## src/rtl/pid_motor_io_if.sv

```systemverilog
// PID-side and CPU-side buses of pid_motor_io: the PID's address/ce/m_k_out/error
// exchange plus the setpoint write / position read port.
interface pid_motor_io_if #(
  parameter int aw = 1,
  parameter int ew = 24,
  parameter int ow = 12
);
  logic [aw-1:0]        a;
  logic                 ce;
  logic signed [ow-1:0] m_k_out;
  logic signed [ew-1:0] error;
  logic                 sp_we;
  logic [aw-1:0]        sp_addr;
  logic signed [ew-1:0] sp_data;
  logic signed [ew-1:0] pos_q;

  modport master (
    output a, ce, m_k_out, sp_we, sp_addr, sp_data,
    input  error, pos_q
  );

  modport slave (
    input  a, ce, m_k_out, sp_we, sp_addr, sp_data,
    output error, pos_q
  );
endinterface

```

## src/rtl/pid_motor_io.sv

```systemverilog
// Plant-side I/O for the PID: quadrature position counters, setpoints, saturated
// error feed and sign/magnitude PWM per channel. Optional macro: ENCODER_FILTER_EN.
module pid_motor_io #(
  parameter  int aw = 1,
  parameter  int ew = 24,
  parameter  int ow = 12,
  localparam int an = 1 << aw,
  localparam int pw = ow - 1
) (
  input  logic          clk_pid,
  input  logic          reset_n,
  pid_motor_io_if.slave bus,
  input  logic [an-1:0] enc_a,
  input  logic [an-1:0] enc_b,
  output logic [an-1:0] quad_err,
  output logic [an-1:0] pwm_out,
  output logic [an-1:0] dir_out
);
  typedef logic signed [ew-1:0] word_t;
  typedef logic [pw-1:0]        duty_t;

  localparam word_t WORD_MAX = {1'b0, {(ew-1){1'b1}}};
  localparam word_t WORD_MIN = {1'b1, {(ew-1){1'b0}}};

  // Gray AB to a 2-bit phase index so a step is just a modulo-4 difference.
  function automatic logic [1:0] ab_to_bin(input logic pa, input logic pb);
    return {pa, pa ^ pb};
  endfunction

  logic [an-1:0] a_s1_q, a_s1_d, a_s2_q, a_s2_d;
  logic [an-1:0] b_s1_q, b_s1_d, b_s2_q, b_s2_d;
  logic [an-1:0] dec_a, dec_b;
  logic [an-1:0] prev_a_q, prev_a_d, prev_b_q, prev_b_d;

  word_t         pos_q [an];
  word_t         pos_d [an];
  word_t         sp_q  [an];
  word_t         sp_d  [an];
  logic [an-1:0] quad_err_q, quad_err_d;
  word_t         pos_rd_q, pos_rd_d;
  word_t         error_q, error_d;
  logic signed [ew:0] diff;

  logic          ce_dly_q, ce_dly_d;
  logic          capture;
  logic [ow-1:0] neg_mk;
  duty_t         mag;
  duty_t         pend_duty_q [an];
  duty_t         pend_duty_d [an];
  duty_t         duty_q [an];
  duty_t         duty_d [an];
  logic [an-1:0] pend_dir_q, pend_dir_d, dir_q, dir_d;
  duty_t         cnt_q, cnt_d;
  logic [an-1:0] pwm_q, pwm_d, dir_out_q, dir_out_d;

  // NOTE: every _d is given its default before any branch, so no path can infer a latch.
  always_comb begin
    a_s1_d     = enc_a;
    a_s2_d     = a_s1_q;
    b_s1_d     = enc_b;
    b_s2_d     = b_s1_q;
    prev_a_d   = dec_a;
    prev_b_d   = dec_b;
    pos_d      = pos_q;
    sp_d       = sp_q;
    quad_err_d = quad_err_q;

    if (bus.sp_we) begin
      sp_d[bus.sp_addr]       = bus.sp_data;
      quad_err_d[bus.sp_addr] = 1'b0;
    end
    // Decoding follows the write so an illegal jump in the same cycle wins over the clear.
    for (int i = 0; i < an; i++) begin
      case (2'(ab_to_bin(dec_a[i], dec_b[i]) - ab_to_bin(prev_a_q[i], prev_b_q[i])))
        2'd1:    pos_d[i] = pos_q[i] + word_t'(1);
        2'd3:    pos_d[i] = pos_q[i] - word_t'(1);
        2'd2:    quad_err_d[i] = 1'b1;
        default: ;
      endcase
    end
    pos_rd_d = pos_q[bus.sp_addr];

    diff = {sp_q[bus.a][ew-1], sp_q[bus.a]} - {pos_q[bus.a][ew-1], pos_q[bus.a]};
    if (diff[ew] != diff[ew-1]) error_d = diff[ew] ? WORD_MIN : WORD_MAX;
    else                        error_d = diff[ew-1:0];
  end

  always_comb begin
    ce_dly_d = bus.ce;
    capture  = bus.ce & ~ce_dly_q;
    neg_mk   = -bus.m_k_out;
    // Only the most negative code is still negative after negation; it clamps to full scale.
    if (!bus.m_k_out[ow-1]) mag = bus.m_k_out[pw-1:0];
    else if (neg_mk[ow-1])  mag = '1;
    else                    mag = neg_mk[pw-1:0];

    pend_duty_d = pend_duty_q;
    pend_dir_d  = pend_dir_q;
    if (capture) begin
      pend_duty_d[bus.a] = mag;
      pend_dir_d[bus.a]  = bus.m_k_out[ow-1];
    end

    cnt_d  = cnt_q + duty_t'(1);
    duty_d = duty_q;
    dir_d  = dir_q;
    // New duty only takes effect at the period boundary, so no runt pulses.
    if (cnt_q == '1) begin
      duty_d = pend_duty_q;
      dir_d  = pend_dir_q;
    end
    for (int i = 0; i < an; i++) pwm_d[i] = (cnt_q < duty_q[i]);
    dir_out_d = dir_q;
  end

  // NOTE: state updates use non-blocking assignments; blocking here would race other flops.
  always_ff @(posedge clk_pid or negedge reset_n) begin
    if (!reset_n) begin
      a_s1_q     <= '0;
      a_s2_q     <= '0;
      b_s1_q     <= '0;
      b_s2_q     <= '0;
      prev_a_q   <= '0;
      prev_b_q   <= '0;
      quad_err_q <= '0;
      pos_rd_q   <= '0;
      error_q    <= '0;
      ce_dly_q   <= 1'b0;
      pend_dir_q <= '0;
      dir_q      <= '0;
      cnt_q      <= '0;
      pwm_q      <= '0;
      dir_out_q  <= '0;
      // NOTE: these per-channel arrays need a known value after reset, so they are flops, not RAM.
      for (int i = 0; i < an; i++) begin
        pos_q[i]       <= '0;
        sp_q[i]        <= '0;
        pend_duty_q[i] <= '0;
        duty_q[i]      <= '0;
      end
    end else begin
      a_s1_q      <= a_s1_d;
      a_s2_q      <= a_s2_d;
      b_s1_q      <= b_s1_d;
      b_s2_q      <= b_s2_d;
      prev_a_q    <= prev_a_d;
      prev_b_q    <= prev_b_d;
      quad_err_q  <= quad_err_d;
      pos_rd_q    <= pos_rd_d;
      error_q     <= error_d;
      ce_dly_q    <= ce_dly_d;
      pend_dir_q  <= pend_dir_d;
      dir_q       <= dir_d;
      cnt_q       <= cnt_d;
      pwm_q       <= pwm_d;
      dir_out_q   <= dir_out_d;
      pos_q       <= pos_d;
      sp_q        <= sp_d;
      pend_duty_q <= pend_duty_d;
      duty_q      <= duty_d;
    end
  end

  assign quad_err  = quad_err_q;
  assign pwm_out   = pwm_q;
  assign dir_out   = dir_out_q;
  assign bus.error = error_q;
  assign bus.pos_q = pos_rd_q;

`ifdef ENCODER_FILTER_EN
  // A phase follows the synchronised input only after three equal samples in a row.
  logic [an-1:0] a_h1_q, a_h1_d, a_h2_q, a_h2_d, a_f_q, a_f_d, a_eq;
  logic [an-1:0] b_h1_q, b_h1_d, b_h2_q, b_h2_d, b_f_q, b_f_d, b_eq;

  always_comb begin
    a_eq   = ~(a_s2_q ^ a_h1_q) & ~(a_h1_q ^ a_h2_q);
    b_eq   = ~(b_s2_q ^ b_h1_q) & ~(b_h1_q ^ b_h2_q);
    a_h1_d = a_s2_q;
    a_h2_d = a_h1_q;
    b_h1_d = b_s2_q;
    b_h2_d = b_h1_q;
    a_f_d  = (a_f_q & ~a_eq) | (a_s2_q & a_eq);
    b_f_d  = (b_f_q & ~b_eq) | (b_s2_q & b_eq);
  end

  always_ff @(posedge clk_pid or negedge reset_n) begin
    if (!reset_n) begin
      a_h1_q <= '0;
      a_h2_q <= '0;
      a_f_q  <= '0;
      b_h1_q <= '0;
      b_h2_q <= '0;
      b_f_q  <= '0;
    end else begin
      a_h1_q <= a_h1_d;
      a_h2_q <= a_h2_d;
      a_f_q  <= a_f_d;
      b_h1_q <= b_h1_d;
      b_h2_q <= b_h2_d;
      b_f_q  <= b_f_d;
    end
  end

  assign dec_a = a_f_q;
  assign dec_b = b_f_q;
`else
  assign dec_a = a_s2_q;
  assign dec_b = b_s2_q;
`endif
endmodule
```

## src/flat_wrapper.sv

```systemverilog
// flat-port wrapper written by rule: the top's interface ports become plain ports
module pid_motor_io_flat 
#(
  parameter  int aw = 1,
  parameter  int ew = 24,
  parameter  int ow = 12,
  localparam int an = 1 << aw,
  localparam int pw = ow - 1
)
  (clk_pid, reset_n, enc_a, enc_b, quad_err, pwm_out, dir_out, bus_a, bus_ce, bus_m_k_out, bus_sp_we, bus_sp_addr, bus_sp_data, bus_error, bus_pos_q);
  pid_motor_io_if #(.aw(aw), .ew(ew), .ow(ow)) bus_i ();
  input  logic clk_pid;
  input  logic reset_n;
  input  logic [an-1:0] enc_a;
  input  logic [an-1:0] enc_b;
  output logic [an-1:0] quad_err;
  output logic [an-1:0] pwm_out;
  output logic [an-1:0] dir_out;
  input wire logic [$bits(bus_i.a)-1:0] bus_a;
  input wire logic [$bits(bus_i.ce)-1:0] bus_ce;
  input wire logic [$bits(bus_i.m_k_out)-1:0] bus_m_k_out;
  input wire logic [$bits(bus_i.sp_we)-1:0] bus_sp_we;
  input wire logic [$bits(bus_i.sp_addr)-1:0] bus_sp_addr;
  input wire logic [$bits(bus_i.sp_data)-1:0] bus_sp_data;
  output wire logic [$bits(bus_i.error)-1:0] bus_error;
  output wire logic [$bits(bus_i.pos_q)-1:0] bus_pos_q;
  assign bus_i.a = bus_a;
  assign bus_i.ce = bus_ce;
  assign bus_i.m_k_out = bus_m_k_out;
  assign bus_i.sp_we = bus_sp_we;
  assign bus_i.sp_addr = bus_sp_addr;
  assign bus_i.sp_data = bus_sp_data;
  assign bus_error = bus_i.error;
  assign bus_pos_q = bus_i.pos_q;
  pid_motor_io #(.aw(aw), .ew(ew), .ow(ow)) u_core (.clk_pid(clk_pid), .reset_n(reset_n), .bus(bus_i), .enc_a(enc_a), .enc_b(enc_b), .quad_err(quad_err), .pwm_out(pwm_out), .dir_out(dir_out));
endmodule
```

## config.mk

```make
export PLATFORM = sky130hd
export DESIGN_NAME = pid_motor_io_flat
export DESIGN_NICKNAME = d
export VERILOG_FILES = /design/src/rtl/pid_motor_io_if.sv /design/src/rtl/pid_motor_io.sv /design/src/flat_wrapper.sv
export SDC_FILE = /design/constraint.sdc
export NUM_CORES = 1
export LEC_CHECK = 0
export ABC_AREA = 1
export CAP_MARGIN = 10
export CORE_MARGIN = 2
export CORE_UTILIZATION = 33
export CTS_CLUSTER_SIZE = 10
export DETAILED_ROUTE_END_ITERATION = 12
export GPL_TIMING_DRIVEN = 0
export PLACE_DENSITY = 0.56
export SLEW_MARGIN = 20
export SYNTH_ARGS = -nofsm -noshare
export SYNTH_HDL_FRONTEND = slang
export SYNTH_SLANG_ARGS = --single-unit
```

## constraint.sdc

```tcl
create_clock -name clk_pid -period 2.7 [get_ports clk_pid]
set_input_delay 0.405 -clock clk_pid [delete_from_list [all_inputs] [get_ports clk_pid]]
set_output_delay 0.405 -clock clk_pid [all_outputs]
set_load 0.02 [all_outputs]
```

==> results.txt <==
----------------------------------------------------
[Final layout]
  Antenna diode instance count ... 0
  Finished Cell Area ... 18300 µm²
  Most used cells in the layout excluding fill and tap cells ... nand2_1, inv_1, dfrtp_1, o21ai_0, nand3_1
  Most common cell after layout, fill and taps aside ... nand2_1
  Fin nets ... 2245
  Area added between synthesis and finish ... 30.0%
  Fraction of layout cells with a size suffix above 1 ... 0.200

[Worst setup path]
  Crit Path Category ... register to register
  Count of cells along the worst register-to-register path ... 14
  CP dominant cell by count ... nand2_1
  Signal arrival time at the worst endpoint ... 3.15 ns
  Type of element capturing the critical path ... register
  Cell with the largest stage delay on the worst path ... dfrtp_2
  Nature of the critical path startpoint ... register
  Highest net fanout along the worst path ... 10
  Crit path required time ... 3.20 ns
  Max stage delay on crit path ... 0.48 ns
  Worst-path cell chain ... o21ai_2, ha_4, nand2_1, nand2_1, a21oi_1, o21ai_0, a21oi_1, nand3_1, nand2_1, nand2_1, or2_1, buf_6, buf_8, nand2_2

[Clock network]
  Clock Root Buffer ... clkbuf_16
  Number of H-tree levels ... 1
  Post-CTS clock slew at the launch and capture registers of the worst setup and hold paths ... 0.06 ns
  Buffer levels on the longest clock path ... 3
  Latest clock arrival within the worst-skew pair ... 0.58 ns
  Number of buffers inserted during clock tree synthesis ... 29
  CTS tree ... yes
  Number of sinks driven by the clock tree ... 222

[Flow run]
  Number of violations of the max-capacitance limit ... 0

[Power and ir drop]
  Static leakage ... 0.00883 µW
  Areal power density over the cells ... 1060 nW/µm²
  IR drop worst, VDD ... 0.000530 V

[Route]
  Count of nets left with antenna violations after detail routing ... 0
  Count of routing violations after the opening detailed-route iteration ... 958
  Number of remaining DRC errors ... 0
  First-pass detailed-route iteration total ... 5
  Routed wire length per instance ... 17.1 µm
  Routed via count ... 13600
  Routed WL ... 46100 µm
  Via density ... 5.04

[Floorplan]
  Placement row count ... 75
  Effective utilization at floorplan ... 0.335
  Area of the die ... 44300 µm²
  Area of the core ... 42000 µm²
  Die X ... 211 µm
  Die height ... 211 µm
  Io pins ... 100

[Run status]
  Run status ... complete, no violations

[Timing]
  Number of failing hold endpoints at the final stage ... 0
  Hold Worst Slack ... 0.265 ns
  # setup viols final ... 0
  Remaining max-slew budget at the tightest pin ... 0.494
  Number of slew-limit violations in the final report ... 0
  Final critical-path required period ... 2.65 ns
  Slew @ Worst Pin ... 0.759 ns
  Setup repair after global routing missed its margin ... true
  Setup TNS after final layout ... 0 ns
  Peak clock frequency supported by timing ... 0.377 GHz
  Final worst clock skew ... 0.0195 ns
  Share of the clock period used by the worst path ... 0.982

[GRT]
  Antenna violations before repair ... 0
  GR Overflow Total ... 0
  Vias in the first global route ... 13100
  Pin count of the biggest net entering global routing ... 93
  Global-route usage over all layers ... 0.205
  Global-route wire length before repair ... 71600 µm

[Min path]
  Hold path depth ... 1
  Worst Hold Class ... input port to register

[Synthesis]
  Most used flip-flop cell after synthesis ... dfrtp_1
  Share of flip-flops with an asynchronous set or reset ... 1.00
  Post-synthesis register bit count ... 222
  Post-Synthesis Cells ... 1951
  Sequential cell area fraction in the yosys report ... 0.394
  Cell types with the largest area share after synthesis ... dfrtp_1, nand2_1, o21ai_0
  Distinct cell type count after synthesis ... 49
  Synthesized area divided by synthesized cell count ... 7.22 µm²
  Post-synth top area share ... 0.394
  Mapped Nets ... 2048
  Synthesis warning total ... 0
  Post-Syn Area ... 14100 µm²
  Cell taking the most area after synthesis ... dfrtp_1
  EDFF count, synth ... 0

[Placed design]
  Area after detailed placement ... 15800 µm²
  Number of buffers inserted by port buffering ... 98
  Estimated wirelength of the detail-placed design ... 34500 µm
  Final estimated routing congestion in global placement ... 0.942

----------------------------------------------------
==> logic make-up after synthesis <==
logic type | count (synthesis) | share of synthesized area
and+or+nand+nor | 989 | 0.305
buffers and inverters | 333 | 0.0968
AOI/OAI and AO/OA | 305 | 0.126
DFF | 222 | 0.394
adders and majority gates | 51 | 0.0458
xor gates and xnor gates | 48 | 0.0299
muxes | 3 | 0.00231
==> path summary, 6_finish.rpt <==
kind	slack, ns	from	end
worst max register to register	0.05	u_core.pos_q[44]	u_core.bus.error[7]
worst min-delay path	0.27	enc_a[1]	u_core.a_s1_q[1]
worst max-delay path	0.05	u_core.pos_q[44]	u_core.bus.error[7]
min in group asynchronous	0.34	reset_n	u_core.cnt_q[10]
worst min register to register	0.35	u_core.b_s1_q[0]	u_core.b_s2_q[0]
max in group asynchronous	1.53	reset_n	u_core.pos_q[28]
==> registers in the layout, indices dropped and copies added, names as in the netlist, 11 cells and up <==
signal              cells
u_core.bus.error       24
u_core.bus.pos_q       24
u_core.cnt_q           11
u_core.duty_q          22
u_core.pend_duty_q     22
u_core.pos_q           48
u_core.sp_q            48
==> where the power goes <==
group | switching, µW | internal [µW] | total, µW
logic | 6240 | 4070 | 10300
registers | 1040 | 4280 | 5320
clock network | 1510 | 2240 | 3750
total | 8790 | 10600 | 19400
==> metrics by stage <==
stage,cells,setup WS [ns],power (µW),utilization
after floorplan,1951,0.0179,10500,-
after global placement,2588,-8.38,13600,0.375
after detailed placement,2590,-1.55,13600,0.376
after CTS,2634,0.000289,18000,0.407
after global routing,2703,-0.0478,20700,0.435
final,2703,0.0493,19400,0.435
==> timing repair <==
item,4_1_cts,5_1_grt
endpoints found under the hold margin,49,0
gates resized for setup,118,180
endpoints found under the setup margin,53,56
setup buffers,18,71
gates cloned,1,1
hold buffers,1,0
pin swaps,9,48
==> Yosys cell counts, types with 22 or more instances <==
library cell and n:
nand2_2 22, buf_2 23, dfrtp_1 222, inv_1 227, o21ai_0 176, clkbuf_1 58
o41ai_1 38, nand2_1 637, nand3_1 115, xor2_1 39, ha_1 50, nand4_1 68
a21oi_1 48, nor2_1 90
==> worst max-delay path: cells and delay by family, from the launching register on <==
family | cells | cell delay, ns
compound gates | 4 | 0.81
simple gates | 7 | 0.71
flops | 1 | 0.48
fa+ha+maj | 1 | 0.28
buf+inv | 2 | 0.28
==> layer usage <==
metal | routed length (µm) | global-route usage | vias up
met3 | 2860 | 0.0344 | 92
met2 | 20300 | 0.315 | 389
li1 | - | - | 6736
met5 | 0 | 0 | -
met4 | 1850 | 0.0860 | 0
met1 | 21200 | 0.285 | 6399
==> cell type report <==
cell class	count	area (µm²)
fillers	4298	23700
multi-input cells	1396	7980
flip-flops and latches	222	5590
repair buffers	192	1780
inverters	233	882
clock buffers	41	841
well taps	539	674
plain buffers	74	492
clock inverters	6	73.8
(Power assumes the default switching activity.)
